--- src/rtl/pending_req_sequencer_pkg.sv ---
// Shared sizing for the pending-request sequencer and its priority encoder.
package pending_req_sequencer_pkg;
   localparam int NREQ      = 4;
   localparam int POS_W     = 2;
   localparam int CNT_W_DEF = 8;
endpackage

--- src/rtl/pending_req_sequencer_lsb_pos_enc4.sv ---
// Combinational lowest-set-bit encoder: 4-bit vector to 2-bit index.
// An all-zero input yields index 0; the caller qualifies with |in_vec.
module lsb_pos_enc4
   import pending_req_sequencer_pkg::*;
(
   input  logic [NREQ-1:0]  in_vec,
   output logic [POS_W-1:0] pos
);

   always_comb begin
      pos = '0;
      // Walk from the top so the lowest set bit is the last one written.
      for (int i = NREQ - 1; i >= 0; i--) begin
         if (in_vec[i]) begin
            pos = POS_W'(i);
         end
      end
   end

endmodule

--- src/rtl/pending_req_sequencer.sv ---
// Latches request pulses and issues them lowest-index-first through a one-entry
// staged slot; 2-cycle request-to-grant latency, slot holds while out_ready is low.
module pending_req_sequencer
   import pending_req_sequencer_pkg::*;
#(
   parameter int CNT_W = CNT_W_DEF
)(
   input  logic              clk,
   input  logic              resetn,
   input  logic              flush,
   input  logic [NREQ-1:0]   req_in,
   output logic              out_valid,
   input  logic              out_ready,
   output logic [POS_W-1:0]  out_pos,
   output logic [NREQ-1:0]   pending,
   output logic              busy,
   output logic [CNT_W-1:0]  merge_cnt
);

   localparam logic [CNT_W+2:0] CNT_SAT = {3'b000, {CNT_W{1'b1}}};

   logic [NREQ-1:0]  pending_q, pending_d;
   logic             out_valid_q, out_valid_d;
   logic [POS_W-1:0] out_pos_q, out_pos_d;
   logic [CNT_W-1:0] merge_cnt_q, merge_cnt_d;

   logic [POS_W-1:0] sel_pos;
   logic             slot_free;
   logic             load;
   logic [NREQ-1:0]  load_mask;
   logic [NREQ-1:0]  merge_bits;
   logic [2:0]       merge_add;
   logic [CNT_W+2:0] merge_sum;

   lsb_pos_enc4 u_enc (
      .in_vec (pending_q),
      .pos    (sel_pos)
   );

   always_comb begin
      slot_free = !out_valid_q || out_ready;
      load      = slot_free && (pending_q != '0);

      load_mask = '0;
      if (load) begin
         load_mask[sel_pos] = 1'b1;
      end

      // Only bits already pending and not leaving this cycle count as coalesced.
      merge_bits = req_in & pending_q & ~load_mask;
      merge_add  = '0;
      for (int i = 0; i < NREQ; i++) begin
         merge_add = merge_add + {2'b00, merge_bits[i]};
      end
      merge_sum = {3'b000, merge_cnt_q} + {{CNT_W{1'b0}}, merge_add};

      pending_d   = (pending_q & ~load_mask) | req_in;
      out_valid_d = slot_free ? (pending_q != '0) : out_valid_q;
      out_pos_d   = load ? sel_pos : out_pos_q;
      merge_cnt_d = (merge_sum > CNT_SAT) ? {CNT_W{1'b1}} : merge_sum[CNT_W-1:0];

      if (flush) begin
         pending_d   = '0;
         out_valid_d = 1'b0;
         out_pos_d   = out_pos_q;
         merge_cnt_d = merge_cnt_q;
      end
   end

   always_ff @(posedge clk) begin
      if (!resetn) begin
         pending_q   <= '0;
         out_valid_q <= 1'b0;
         out_pos_q   <= '0;
         merge_cnt_q <= '0;
      end else begin
         pending_q   <= pending_d;
         out_valid_q <= out_valid_d;
         out_pos_q   <= out_pos_d;
         merge_cnt_q <= merge_cnt_d;
      end
   end

   assign pending   = pending_q;
   assign out_valid = out_valid_q;
   assign out_pos   = out_pos_q;
   assign merge_cnt = merge_cnt_q;
   assign busy      = (|pending_q) || out_valid_q;

endmodule

--- config.mk ---
export PLATFORM = sky130hd
export DESIGN_NAME = pending_req_sequencer
export DESIGN_NICKNAME = d
export VERILOG_FILES = /design/src/rtl/pending_req_sequencer_pkg.sv /design/src/rtl/pending_req_sequencer_lsb_pos_enc4.sv /design/src/rtl/pending_req_sequencer.sv
export SDC_FILE = /design/constraint.sdc
export NUM_CORES = 1
export LEC_CHECK = 0
export ABC_CLOCK_PERIOD_IN_PS = 5000
export CAP_MARGIN = 10
export CORE_AREA = 2 2 57 59
export DETAILED_ROUTE_END_ITERATION = 10
export DIE_AREA = 0 0 59 61
export DONT_BUFFER_PORTS = 1
export GPL_ROUTABILITY_DRIVEN = 0
export PLACE_DENSITY = 0.42
export SYNTH_ARGS = -nofsm -noshare
export SYNTH_HDL_FRONTEND = slang
export SYNTH_SLANG_ARGS = --single-unit
--- constraint.sdc ---
create_clock -name clk -period 5 [get_ports clk]
set_input_delay 0.5 -clock clk [delete_from_list [all_inputs] [get_ports clk]]
set_output_delay 0.5 -clock clk [all_outputs]
set_load 0.01 [all_outputs]
==> metrics.md <==
| Metric | Value |
|---|---|
| Syn nets | `110` |
| Yosys top cell by area | `dfxtp_1` |
| Crit path max-delay family | `adder cells` |
| RR Endpoint | `merge_cnt[6]` |
| Period utilization | `0.5952` |
| Setup TNS | `0 ps` |
| Startpoint types | `register` |
| First-pass GRT wire length | `3387 microns` |
| Worst-Margin Slew | `403.0 ps` |
| Post-synthesis adder-cell area fraction | `0.08298` |
| Post-CTS sizing | `0` |
| Clk_lat worst skew | `290 ps` |
| DRT Pass-1 Iters | `5` |
| GR Util All Layers | `0.1264` |
| HP Start | `req_in[0]` |
| CTS tree | `built` |
| Count leader, synth | `dfxtp_1` |
| Most instantiated cells after synthesis | `15 x dfxtp_1, 10 x inv_1, 8 x a21oi_1` |
| Mapped cell area | `874.6 sq um` |
| ANT cells | `0` |
| Largest family of logic cells by synthesized area | `compound AO/OA/AOI/OAI gates` |
| Pin count of the biggest net entering global routing | `12` |
| Residual DRC | `0` |
| Status | `finished, final reports clean` |
| GR Overflow Total | `0` |
| Share of layout cells above drive strength 1 | `0.1546` |
| VDD IR-drop max | `65.39 uV` |
| PwrDens | `253.3 nW/um^2` |
| Post-synthesis xor/xnor area fraction | `0` |
| Critical path startpoint | `out_valid` |
| Reg2reg start | `out_valid` |
| Sequential area share after synthesis | `0.3433` |
| Mapped Cells | `98` |
| Crit end category | `register` |
| RSZ-0062 raised after global routing | `false` |
| Multiplexer share of the synthesized area | `0` |
| Area of the core | `2953 sq um` |
| Hold EP | `pending[0]` |
| Worst Hold Class | `input port to register` |
| Synth Flop Type | `dfxtp_1` |
| Die Area | `3599 sq um` |
| Post-CTS Setup Bufs | `0` |
| Initial Util | `0.2962` |
| Critical Path Max Stage Delay | `470 ps` |
| Cell Chain, Critical Path | `nor2b_4, o31ai_1, or2_2, fa_1, fa_1, inv_1, fa_1, and3b_2, a21oi_2, a311oi_1` |
| Number of synthesis warnings | `0` |
| Clock Sink Count | `15` |
| Max cap viols | `0` |
| Chip width | `59 microns` |
| Total Power | `228.5 uW` |
| FF-to-FF setup slack | `2020 ps` |
| Layout Skew | `1.384 ps` |
| Vias post-DR | `704` |
| Post-Place Cell Area | `875.8 sq um` |
| Crit Path Category | `register to register` |
| Row count | `20` |
| Final Util | `0.3055` |
| Final ANT Viol Nets | `0` |
| Layout fillers | `328` |
| Initial antenna violation count | `0` |
| Avg WL per Cell | `14.79 microns` |
| Worst slack, placed | `1976 ps` |
| Setup Viol. Count Final | `0` |
| Syn avg cell area | `8.924 sq um` |
| Reg2reg path depth | `10` |
| Largest cells by area after synthesis | `dfxtp_1 34%, fa_1 6.9%, a21oi_1 4.6%, inv_1 4.3%, o221a_2 3.9%` |
| Clock buffer count from CTS | `3` |
| H-tree depth reported by CTS | `1` |
| Design area | `902.1 sq um` |
| Hpwl dp | `1467 microns` |
| I/O Buffers | `0` |
| Compound-Gate Fraction of Synth Area | `0.2489` |
| Synth cell types | `39` |
| Clk slew on worst S/H paths | `100 ps` |
| Layout Nets | `110` |
| Most frequent CP cell | `fa_1` |
| DRT iter0 DRCs | `31` |
| Routed Wire Length | `1923 microns` |
| Leakage | `0.3745 nW` |
| Number of synthesized flops with an enable pin | `0` |
| Worst Path Required | `5200 ps` |
| Chip height | `61 microns` |
| Hold path depth | `2` |
| Max clock buf depth | `2` |
| Vias in the first global route | `730` |
| Hold Buf Count CTS | `0` |
| FF+latch count, synth | `15` |
| Layout area overhead | `3.147%` |
| WP buf/inv | `1` |
| Slew headroom | `0.7308` |
| Fin. max-slew vios | `0` |
| Worst EP arrival | `3180 ps` |
| Critical-path top delay cell | `fa_1` |
| Post-synthesis simple-gate area fraction | `0.2361` |
| Worst Slack Setup Final | `2024 ps` |
| Root buffer selected by CTS | `clkbuf_4` |
| Via density | `5.415` |
| Fin crit period | `2976 ps` |
| Synth top area share | `0.3433` |
| # IOs | `24` |
| Final hold viol count | `0` |
| Max Clk Rate | `336.0 MHz` |
| Async set-reset flop share out of synthesis | `0` |
| CP max FO | `9` |
-- layout make-up --
type,instances,area [sq um],area share
clock buffer,4,26.28,0.02913
inverter,10,37.54,0.04161
multi-input combinational,68,496.7,0.5506
sequential,15,300.3,0.3329
tap,33,41.29,0.04577
-- sequential cells by signal (all words and copies together), names as in the netlist --
signal and cells:
out_valid 1, merge_cnt 8, out_pos 2, pending 4
-- power breakdown --
| part | switching [mW] | total (mW) | internal, mW | leakage [nW] |
|---|---|---|---|---|
| registers | 0.00937 | 0.134 | 0.124 | 0.123 |
| logic | 0.0108 | 0.0208 | 0.0101 | 0.237 |
| clock network | 0.0428 | 0.0738 | 0.0310 | 0.0150 |
-- how the worst max path moves through the flow --
stage,to,cells past startpoint
6_report,merge_cnt[6],10
2_1_floorplan,merge_cnt[6],11
3_3_place_gp,merge_cnt[6],10
3_5_place_dp,merge_cnt[6],10
4_1_cts,merge_cnt[6],10
5_1_grt,merge_cnt[6],10
-- worst register-to-register path, delay by kind of cell (launching register included) --
kind | cells | cell delay (ps)
buffers and inverters | 1 | 80
AND/OR/NAND/NOR | 3 | 840
adder cells (fa/ha/maj) | 3 | 1160
AO/OA/AOI/OAI | 3 | 400
flip-flops | 1 | 410
-- cells by family after synthesis --
family                     count (synthesis)
and+or+nand+nor                           34
AOI/OAI and AO/OA                         30
buffers and inverters                     15
DFF                                       15
adders and majority gates                  4
-- metrics by stage --
step,cells,hold slack (ps)
2_1_floorplan,98,501.4
3_3_place_gp,126,559.4
3_5_place_dp,126,563.1
4_1_cts,130,318.7
5_1_grt,130,322.6
6_report,130,327.6
-- cells in the final DEF (no fill, tap or decap) --
cell / Yosys / routed
nand3b_1: 1 / 1
fa_1: 3 / 3
and2_1: 1 / 1
nand3_1: 3 / 3
and2b_4: 1 / 1
a31oi_1: 3 / 3
and4b_2: 1 / 1
and3_1: 1 / 1
ha_1: 1 / 1
clkbuf_1: 0 / 1
and2b_1: 1 / 1
nand2_1: 5 / 5
or2_2: 3 / 3
nor3_1: 3 / 3
o211ai_1: 2 / 2
nand4_1: 2 / 2
nor2b_4: 1 / 1
nor2_1: 5 / 5
o41ai_1: 1 / 1
o21ai_0: 5 / 5
nor2b_1: 2 / 2
o31ai_1: 1 / 1
a21oi_1: 8 / 8
dfxtp_1: 15 / 15
o311a_1: 1 / 1
and3b_2: 1 / 1
a211oi_2: 1 / 1
a311oi_1: 1 / 1
o211a_1: 2 / 2
or2_0: 1 / 1
o221a_2: 3 / 3
clkbuf_4: 0 / 3
o2111ai_1: 1 / 1
a21oi_2: 1 / 1
inv_1: 10 / 10
and4_1: 1 / 1
or2b_1: 1 / 1
-- routing by layer --
layer / global-route usage / share of wire / vias up
li1: - / - / 351
met1: 0.1740 / 0.50 / 335
met2: 0.1794 / 0.43 / 14
met3: 0.04051 / 0.057 / 4
met4: 0.05844 / 0.019 / 0
met5: 0 / 0 / -
(Power assumes the default switching activity.)
